$ cat config.mk
export PLATFORM = sky130hd
export DESIGN_NAME = mux_n_to_1_reg
export DESIGN_NICKNAME = d
export VERILOG_FILES = /design/src/rtl/mux_n_to_1_reg.sv
export SDC_FILE = /design/constraint.sdc
export NUM_CORES = 1
export LEC_CHECK = 0
export CAP_MARGIN = 0
export CORE_ASPECT_RATIO = 1.4
export CORE_UTILIZATION = 33
export CTS_BUF_LIST = sky130_fd_sc_hd__clkbuf_8
export DETAILED_ROUTE_END_ITERATION = 6
export GPL_TIMING_DRIVEN = 0
export PLACE_DENSITY = 0.82
export SLEW_MARGIN = 10
export SYNTH_ARGS = -nofsm -noshare
export SYNTH_HDL_FRONTEND = slang
export SYNTH_SLANG_ARGS = --single-unit
$ cat constraint.sdc
create_clock -name clk -period 1.8 [get_ports clk]
set_input_delay 0.36 -clock clk [delete_from_list [all_inputs] [get_ports clk]]
set_output_delay 0.36 -clock clk [all_outputs]
set_load 0.05 [all_outputs]
$ cat src/rtl/mux_n_to_1_reg.sv
// N-to-1 registered channel mux with valid/ready handshake.
// The channel is chosen by explicit select (RR=0) or by a round-robin arbiter over req (RR=1).

module mux_n_to_1_reg_lane #(
  parameter int WIDTH = 32
) (
  input  logic [WIDTH-1:0] chan,
  input  logic             hit,
  output logic [WIDTH-1:0] gated
);
  assign gated = hit ? chan : '0;
endmodule

module mux_n_to_1_reg #(
  parameter int WIDTH = 32,
  parameter int N     = 4,
  parameter int RR    = 0,
  localparam int SELW = ($clog2(N) > 1) ? $clog2(N) : 1
) (
  input  logic                 clk,
  input  logic                 reset,
  input  logic                 in_valid,
  output logic                 in_ready,
  input  logic [SELW-1:0]      sel,
  input  logic [N-1:0]         req,
  input  logic [N*WIDTH-1:0]   data_in,
  output logic                 out_valid,
  input  logic                 out_ready,
  output logic [WIDTH-1:0]     out_data,
  output logic [SELW-1:0]      out_sel,
  output logic                 sel_err
);
  logic [N-1:0][WIDTH-1:0] chans;
  logic [N-1:0][WIDTH-1:0] gated;
  logic [N-1:0]            hit;
  logic [WIDTH-1:0]        mux_data;
  logic [SELW-1:0]         ptr, grant, ptr_nxt;
  logic [SELW:0]           scan;
  logic [SELW-1:0]         scan_idx;
  logic                    found, sel_oor, cap;

  assign chans    = data_in;
  assign in_ready = !out_valid || out_ready;
  assign sel_oor  = {1'b0, sel} >= (SELW+1)'(N);
  assign cap      = in_valid && in_ready && ((RR == 0) || (|req));

  // Walk ptr, ptr+1, ... with modulo-N wrap; first set request wins.
  always_comb begin
    grant    = '0;
    found    = 1'b0;
    scan     = '0;
    scan_idx = '0;
    for (int i = 0; i < N; i++) begin
      scan = {1'b0, ptr} + (SELW+1)'(i);
      if (scan >= (SELW+1)'(N)) scan = scan - (SELW+1)'(N);
      scan_idx = scan[SELW-1:0];
      if (!found && req[scan_idx]) begin
        grant = scan_idx;
        found = 1'b1;
      end
    end
  end

  assign ptr_nxt = (grant == SELW'(N-1)) ? '0 : grant + 1'b1;

  // One-hot AND-OR select; an out-of-range sel hits no lane and yields zero.
  for (genvar k = 0; k < N; k++) begin : g_lane
    assign hit[k] = (RR != 0) ? (found && (grant == SELW'(k))) : (sel == SELW'(k));
    mux_n_to_1_reg_lane #(.WIDTH(WIDTH)) u_lane (
      .chan  (chans[k]),
      .hit   (hit[k]),
      .gated (gated[k])
    );
  end

  always_comb begin
    mux_data = '0;
    for (int k = 0; k < N; k++) mux_data = mux_data | gated[k];
  end

  always_ff @(posedge clk or posedge reset) begin
    if (reset) begin
      out_valid <= 1'b0;
      out_data  <= '0;
      out_sel   <= '0;
      sel_err   <= 1'b0;
      ptr       <= '0;
    end else if (cap) begin
      out_valid <= 1'b1;
      out_data  <= mux_data;
      out_sel   <= (RR != 0) ? grant : sel;
      if (RR != 0) ptr <= ptr_nxt;
      if (RR == 0 && sel_oor) sel_err <= 1'b1;
    end else if (out_ready) begin
      out_valid <= 1'b0;
    end
  end
endmodule

==> results.toml, run 1 <==
[run_status]
status = "completed"

[critical_path]
crit_arrival_ns = 1.86
path_buf_inv = 2
cp_cell_sequence = "clkdlybuf4s50_1, nand2b_2, nand2_1, buf_2, mux2_2"
critical_path.top_delay_family = "buffers and inverters"
slowest_delay_ns = 0.39
worst-setup-path-type = "in2reg"
required_ns = 1.97
endpoint_kind = "flip-flop"
cp-start-kind = "primary input"
cp_max_fo = 10
cpMaxStageDelayCell = "clkdlybuf4s50_1"

[die]
rows = 34
core_area_sq_um = 6170
top_level_ports = 175
fp.dieH_um = 96.4
start_util_pct = 34.0
die_w_um = 69.4
die_area_sq_um = 6690

[placement]
dp_hpwl_mm = 5.13
dpl_worst_slack_ns = -0.296
routabilityCongestion = 0.701
dp.cells = 357
place_area_sq_um = 3860
port_buffers = 167

[cts]
cts.sinks = 35
hold_buffers = 0
h-tree-depth = 2
clock-root-buffer = "clkbuf_8"
cts_tree = "done"
insertion_delay_ns = 0.28
numCtsBuffers = 5
cts_max_path_buffers = 2
clk_pin_slew_ns = 0.07

[timing]
rsz0062_at_grt = "false"
relSlewSlack_pct = 50.0
worstMarginPinSlew_ns = 0.749
setup_slack_ns = 0.112
finalCriticalPeriod_ns = 1.69
setup_viol = 0
fmax_mhz = 593
clock_skew_ns = 0.0101
maxSlewViolCount = 0
finalHoldViolCount = 0
timing.final.crit_share_pct = 93.8

[finish]
final_common_cell = "clkdlybuf4s50_1"
instances_no_fill = 365
fin_nets = 430
areaGrowthSynthToFinish_pct = 88.0
antenna_cells = 0
mostFrequentLayoutCells = "clkdlybuf4s50_1 (131), mux2_2 (34), dfrtp_1 (34)"
stdcell_area_sq_um = 3950
utilization_pct = 64.0
drive_gt1_share_pct = 29.0

[synth]
syn_area_per_cell_sq_um = 17.8
synth_cell_type_count = 13
seq_area_frac_synth_pct = 41.7
synth_fp_nets = 256
synth_area_sq_um = 2100
syn-instance-count = 118
synth_warnings = 0
synth-seq-cells = 35

[power_and_ir_drop]
ir_drop_v = 0.000407
finalPower_mw = 3.03
power_density_nw_per_um2 = 767
power.leakage_nw = 1.64

[drt]
drt-initial-drc-count = 58
drtPass1Iterations = 6
num_vias = 1834
drt_wl_total_mm = 6.22
ant_nets = 0
viasPerCell = 5.02
drc_errors = 0
wl_per_cell_um = 17.0

[global_routing]
grt_pass1_vias = 1925
grt_max_degree = 36
grt.overflow.total = 0
antenna_found_initial = 0
grt_pass1_wl_mm = 9.34
grt_use_total_pct = 18.5

[worst_hold_path]
hp-class = "reg2reg"

[job]
maxCapViolCount = 0
==> power by group <==
| part | switching, mW | internal [mW] |
|---|---|---|
| combinational | 0.800 | 0.659 |
| clock | 0.267 | 0.303 |
| sequential | 0.0616 | 0.936 |
| total | 1.13 | 1.90 |
==> sequential cells by signal, indices dropped and copies added, names as in the netlist <==
name and count:
out_data 32, out_sel 2, out_valid 1
==> layer usage <==
| metal | global-route usage [%] | routed length, um | vias to the layer above |
|---|---|---|---|
| met1 | 19.0 | 2190 | 907 |
| met3 | 4.88 | 440 | 7 |
| met4 | 6.29 | 97 | 0 |
| met5 | 0 | 0 | - |
| li1 | - | - | 827 |
| met2 | 36.3 | 3500 | 93 |
==> worst register-to-register path: stages, from the launching register on <==
cell and delay [ns]:
dfrtp_2 0.36, nand2b_2 0.08, nand2_1 0.22, buf_2 0.32, mux2_2 0.37
==> per-stage QoR <==
stage               hold WS, ns  setup TNS (ns)
CTS                       0.503               0
finish                    0.498               0
detailed placement        0.491           -5.85
global placement          0.487          -12.57
global route              0.513               0
floorplan                 0.468               0
==> kinds of logic (layout without fill, tap and decap cells) <==
kind of cell	after synthesis	after routing	share of synthesized area [%]
muxes	66	66	52.9
and+or+nand+nor	3	3	0.774
other	1	1	0.179
DFF	35	35	41.7
buffers and inverters	13	188	4.41
==> final cells by class <==
class	instances	area [sq um]
repair buffers	167	1660
plain buffers	12	91.3
clock inverters	2	8.76
inverters	1	3.75
clock buffers	6	82.6
fillers	510	2220
multi-input cells	70	1130
flip-flops and latches	35	877
well taps	72	90.1
==> synthesized netlist by cell type, drive strengths merged <==
cell type,instances,share of area (%)
buf,10,3.9
nand2,1,0.18
mux2,34,18
nand2b,2,0.60
conb,1,0.18
dfrtp,35,42
mux4,32,35
clkbuf,2,0.36
inv,1,0.18
==> final timing paths <==
check | start | endpoint | slack, ns | depth (start not counted)
max | out_ready | out_data[2]$_DFFE_PP0P_ | 0.11 | 5
min | out_data[17]$_DFFE_PP0P_ | out_data[17]$_DFFE_PP0P_ | 0.50 | 1
max reg2reg | out_valid$_DFFE_PP0P_ | out_data[2]$_DFFE_PP0P_ | 0.34 | 4
min reg2reg | out_data[17]$_DFFE_PP0P_ | out_data[17]$_DFFE_PP0P_ | 0.50 | 1
max in group asynchronous | reset | out_valid$_DFFE_PP0P_ | 0.75 | 2
min in group asynchronous | reset | out_data[9]$_DFFE_PP0P_ | 0.52 | 2
==> what timing repair did <==
action	in CTS	in global routing
endpoints found under the setup margin	28	17
gates cloned	0	0
pin swaps	0	0
setup buffers	0	0
resized for setup	30	9
Note: power is estimated with default switching activity, not from simulation.
==> inputs of run 2 (changes only) <==
--- a/config.mk
+++ b/config.mk
@@ -11,7 +11,7 @@
 export CTS_BUF_LIST = sky130_fd_sc_hd__clkbuf_8
 export DETAILED_ROUTE_END_ITERATION = 6
 export GPL_TIMING_DRIVEN = 0
-export PLACE_DENSITY = 0.82
+export PLACE_DENSITY = 0.9
 export SLEW_MARGIN = 10
 export SYNTH_ARGS = -nofsm -noshare
 export SYNTH_HDL_FRONTEND = slang
==> results.toml, run 2 (synthesized netlist as in run 1, its figures left out) <==
[timing]
worstMarginPinSlew_ns = 0.763
timing.hold.ws_ns = 0.501
fmax_mhz = 587
timing.final.crit_share_pct = 94.6
maxSlewViolCount = 0
setup_viol = 0
finalCriticalPeriod_ns = 1.70
relSlewSlack_pct = 49.1
rsz0062_at_grt = "false"
clock_skew_ns = 0.00450
finalHoldViolCount = 0
setup_slack_ns = 0.0965

[drt]
wl_per_cell_um = 18.1
drt-initial-drc-count = 41
viasPerCell = 5.07
drc_errors = 0
ant_nets = 0
drtPass1Iterations = 4
num_vias = 1851
drt_wl_total_mm = 6.59

[critical_path]
crit_arrival_ns = 1.87
cp_max_fo = 10
worstReg2RegStart = "out_valid$_DFFE_PP0P_"
rrSetupSlack_ns = 0.32
endpoint_kind = "flip-flop"
cp-start-kind = "primary input"
rr_worst_depth = 4
slowest_delay_ns = 0.39
worst-setup-path-type = "in2reg"
cpMaxStageDelayCell = "clkdlybuf4s50_1"
cp_cell_sequence = "clkdlybuf4s50_1, nand2b_2, nand2_1, buf_2, mux2_2"
r2r-end = "out_data[25]$_DFFE_PP0P_"
required_ns = 1.97

[worst_hold_path]
hold_start = "out_data[21]$_DFFE_PP0P_"
hp-class = "reg2reg"
hold_end = "out_data[21]$_DFFE_PP0P_"
holdPathStages = 1

[finish]
utilization_pct = 63.7
largest_register_ffs = 32
top_regs = "out_data: 32 flops, out_sel: 2 flops, out_valid: 1 flops"
fill_cells = 505
antenna_cells = 0
stdcell_area_sq_um = 3930
drive_gt1_share_pct = 29.0
areaGrowthSynthToFinish_pct = 87.0
final_common_cell = "clkdlybuf4s50_1"
fin_nets = 430
largest_register = "out_data"
mostFrequentLayoutCells = "clkdlybuf4s50_1 (131), mux2_2 (34), dfrtp_1 (34)"

[global_routing]
grt_max_degree = 36
grt_pass1_wl_mm = 9.60
grt_pass1_vias = 1947
grt_use_total_pct = 19.1
grt.overflow.total = 0
antenna_found_initial = 0

[die]
rows = 34
top_level_ports = 175
die_area_sq_um = 6690
fp.dieH_um = 96.4
start_util_pct = 34.0
die_w_um = 69.4
core_area_sq_um = 6170

[run_status]
status = "completed"

[power_and_ir_drop]
intPower_mw = 1.89
netSwitchingFraction_pct = 38.0
power_density_nw_per_um2 = 777
clkPwrFrac_pct = 19.3
ir_drop_v = 0.000418
p_seq_share_pct = 32.9
finalPower_mw = 3.05
p_sw_mw = 1.16
power.leakage_nw = 1.62
comb_power_share_pct = 47.8

[cts]
insertion_delay_ns = 0.29
numCtsBuffers = 5
cts_max_path_buffers = 2
postCtsSetupBuffers = 0
clock-root-buffer = "clkbuf_8"
clk_pin_slew_ns = 0.07
cts_tree = "done"
cts.sinks = 35
hold_buffers = 0
h-tree-depth = 2

[job]
maxCapViolCount = 0

[placement]
port_buffers = 167
dpl_worst_slack_ns = -0.290
dp_hpwl_mm = 5.39
place_area_sq_um = 3860
routabilityCongestion = 0.688
run 2: cell types whose count changed in the layout (fill, tap and decap cells not counted):
| cell | before | now |
|---|---|---|
| clkbuf_4 | 1 | 0 |
| dlymetal6s2s_1 | 8 | 5 |
| buf_2 | 4 | 5 |
| clkbuf_2 | 0 | 1 |
| dlygate4sd2_1 | 27 | 30 |
| clkdlybuf4s15_2 | 1 | 0 |
run 2: per-layer routing:
layer / wire length (um) / track usage [%] / vias to the layer above / share of wire, %
li1: - / - / 827 / -
met1: 2170 / 19.8 / 918 / 33
met2: 3830 / 37.2 / 95 / 58
met3: 455 / 4.36 / 11 / 6.9
met4: 140 / 7.48 / 0 / 2.1
met5: 0 / 0 / - / 0
run 2: cell type report:
| type | count | area [sq um] | share of cell area (%) |
|---|---|---|---|
| flip-flops and latches | 35 | 877 | 22.3 |
| clock buffers | 6 | 82.6 | 2.10 |
| inverters | 1 | 3.75 | 0.0956 |
| well taps | 72 | 90.1 | 2.29 |
| repair buffers | 167 | 1640 | 41.8 |
| plain buffers | 12 | 88.8 | 2.26 |
| clock inverters | 2 | 8.76 | 0.223 |
| multi-input cells | 70 | 1130 | 28.9 |
run 2: power by group through the flow:
stage | clock network (mW) | logic, mW | registers (mW)
2_1_floorplan | 0 | 0.350 | 1.56
3_3_place_gp | 0 | 1.54 | 1.01
3_5_place_dp | 0 | 1.56 | 1.03
4_1_cts | 0.606 | 1.48 | 1.01
5_1_grt | 0.635 | 1.52 | 1.02
6_report | 0.589 | 1.46 | 1.00
run 2: worst max path at each step:
| stage | from | slack [ns] | cells past startpoint | end |
|---|---|---|---|---|
| 6_report | out_ready | 0.1 | 5 | out_data[25]$_DFFE_PP0P_ |
| 5_1_grt | out_ready | 0.02 | 5 | out_data[31]$_DFFE_PP0P_ |
| 2_1_floorplan | out_valid$_DFFE_PP0P_ | 0.08 | 4 | out_data[0]$_DFFE_PP0P_ |
| 3_5_place_dp | out_ready | -0.29 | 3 | in_ready |
| 3_3_place_gp | reset | -0.29 | 2 | out_valid$_DFFE_PP0P_ |
| 4_1_cts | out_data[7]$_DFFE_PP0P_ | 0.002 | 1 | out_data[7] |
run 2: through the flow:
stage / setup TNS (ns) / std cells
2_1_floorplan: 0 / 118
3_3_place_gp: -11.38 / 357
3_5_place_dp: -5.91 / 357
4_1_cts: 0 / 365
5_1_grt: 0 / 365
6_report: 0 / 365
run 2: what timing repair did:
action / CTS / global route
endpoints found under the setup margin: 31 / 6
cloned: 0 / 0
gates resized for setup: 32 / 6
run 2: worst max-delay path, delay by kind of cell:
kind          cells  cell delay, ns
buf+inv           2            0.72
simple gates      2            0.41
mux               1            0.37
==> inputs of run 3 (changes only) <==
--- a/config.mk
+++ b/config.mk
@@ -5,9 +5,10 @@
 export SDC_FILE = /design/constraint.sdc
 export NUM_CORES = 1
 export LEC_CHECK = 0
+export ABC_AREA = 1
 export CAP_MARGIN = 0
 export CORE_ASPECT_RATIO = 1.4
-export CORE_UTILIZATION = 33
+export CORE_UTILIZATION = 36
 export CTS_BUF_LIST = sky130_fd_sc_hd__clkbuf_8
 export DETAILED_ROUTE_END_ITERATION = 6
 export GPL_TIMING_DRIVEN = 0
==> results.toml, run 3 <==
[global_routing]
grt_pass1_wl_mm = 15.9
grt_use_total_pct = 28.6
grt_max_degree = 36
grt_pass1_vias = 3308
grt.overflow.total = 0
antenna_found_initial = 0

[critical_path]
cp_max_fo = 2
critical_path.top_delay_family = "buffers and inverters"
cp_cell_sequence = "clkdlybuf4s50_1, inv_1, nand2_1, clkdlybuf4s15_2"
crit_path_start = "out_ready"
slowest_delay_ns = 0.45
path_buf_inv = 3
cp-start-kind = "primary input"
rrSetupSlack_ns = 0.50
cpMaxStageDelayCell = "clkdlybuf4s50_1"
worst-setup-path-type = "in2out"
endpoint_kind = "output port"
rr_worst_depth = 6
required_ns = 1.44
crit_arrival_ns = 1.31
worstReg2RegStart = "out_valid$_DFFE_PP0P_"
r2r-end = "out_data[9]$_DFFE_PP0P_"

[synth]
synth_fp_nets = 507
synth_top_cell_by_area = "dfrtp_1"
synth_warnings = 0
synth_cell_type_count = 15
syn_area_per_cell_sq_um = 6.75
synth.top_cells.by_count = "nand3_1 (127), nor2_1 (96), nand2_1 (68)"
seq_area_frac_synth_pct = 35.1
ys.flop_type = "dfrtp_1"
synth_edf_count = 0
netlist.area_leader.share_pct = 35.1
synth_top_cells_by_area = "dfrtp_1 (35%), nand3_1 (26%), nor2_1 (14%), nand2_1 (10%), buf_6 (6.3%)"
syn-instance-count = 369
ys_async_sr_fraction_pct = 100
synth-seq-cells = 35
synth_area_sq_um = 2490
synth.most_common_cell = "nand3_1"

[run_status]
status = "completed"

[cts]
clk_pin_slew_ns = 0.07
hold_buffers = 0
insertion_delay_ns = 0.28
cts_max_path_buffers = 2
postCtsSetupBuffers = 0
cts.sinks = 35
clock-root-buffer = "clkbuf_8"
cts_tree = "done"
numCtsBuffers = 5
cts_resized = 26
h-tree-depth = 2

[placement]
dp_hpwl_mm = 7.82
dpl_worst_slack_ns = -0.310
port_buffers = 169
routabilityCongestion = 0.882

[drt]
drt-initial-drc-count = 260
wl_per_cell_um = 16.3
viasPerCell = 5.17
drt_wl_total_mm = 10.4
ant_nets = 0
drtPass1Iterations = 5
num_vias = 3298
drc_errors = 0

[power_and_ir_drop]
ir_drop_v = 0.000422
power.leakage_nw = 2.00
power_density_nw_per_um2 = 675
finalPower_mw = 2.96

[finish]
fin_nets = 683
areaGrowthSynthToFinish_pct = 75.9
drive_gt1_share_pct = 7.69
utilization_pct = 65.8
seq_area_sq_um = 876
fill_cells = 584
top_regs = "out_data: 32 flops, out_sel: 2 flops, out_valid: 1 flops"
mostFrequentLayoutCells = "clkdlybuf4s50_1 (133), nand3_1 (127), nor2_1 (96)"
antenna_cells = 0
largest_register_ffs = 32
multi_input_area_sq_um = 1290
largest_register = "out_data"
final_common_cell = "clkdlybuf4s50_1"

[timing]
relSlewSlack_pct = 48.8
worstMarginPinSlew_ns = 0.768
finalHoldViolCount = 0
setup_viol = 0
fmax_mhz = 598
finalCriticalPeriod_ns = 1.67
setup_slack_ns = 0.128
maxSlewViolCount = 0
timing.final.crit_share_pct = 92.9
clock_skew_ns = 0.00517
rsz0062_at_grt = "false"

[die]
fp.dieH_um = 100
start_util_pct = 37.4
die_w_um = 72.3
core_area_sq_um = 6660
die_area_sq_um = 7260
top_level_ports = 175
rows = 35

[worst_hold_path]
hold_start = "out_sel[0]$_DFFE_PP0P_"
holdPathStages = 2
hold_end = "out_sel[0]$_DFFE_PP0P_"
hp-class = "reg2reg"

[job]
maxCapViolCount = 0
==> run 3: cell families after synthesis <==
group	count (synthesis)	share of synthesized area, %
AO/OA/AOI/OAI	3	0.753
buffers and inverters	37	12.9
AND/OR/NAND/NOR	293	51.1
other	1	0.150
flip-flops	35	35.1
==> run 3: tightest hold or removal path, cell delays in order, from the launching register on <==
cell,delay [ns]
dfrtp_1,0.35
nand2_1,0.05
o21ai_0,0.06
==> run 3: area by class of cell <==
type                       count  area share (%)
buffer                        31            6.82
inverter                       6           0.514
clock buffer                   5            1.57
timing repair buffer         169            38.7
sequential                    35            20.0
tap                           92            2.63
clock inverter                 3           0.285
multi-input combinational    297            29.5
==> run 3: routing by layer <==
layer	up-vias	track usage [%]	routed length (um)
li1	1554	-	-
met1	1538	31.7	3900
met2	173	52.5	5480
met3	33	6.20	658
met4	0	10.7	342
met5	-	0	0
==> run 3: worst max path at each step <==
stage	to	slack, ns	cells past startpoint
after floorplan	in_ready	0.37	1
after global placement	in_ready	-0.31	4
after detailed placement	in_ready	-0.31	4
after CTS	out_data[27]	0.0001	1
after global routing	in_ready	0.12	4
final	in_ready	0.13	4
==> run 3: report_power, final <==
group	switching (mW)	leakage, nW	internal [mW]
clock	0.289	0.0505	0.261
combinational	0.861	1.55	0.578
sequential	0.0627	0.397	0.909
==> run 3: per-stage QoR <==
step                      area [sq um]  std cells  hold slack [ns]  TNS, ns
after global placement            4300        630            0.469    -6.23
after CTS                         4350        638            0.494        0
final                             4380        638            0.499        0
after detailed placement          4300        630            0.481   -0.376
after floorplan                   2490        369            0.481        0
after global routing              4380        638            0.533        0
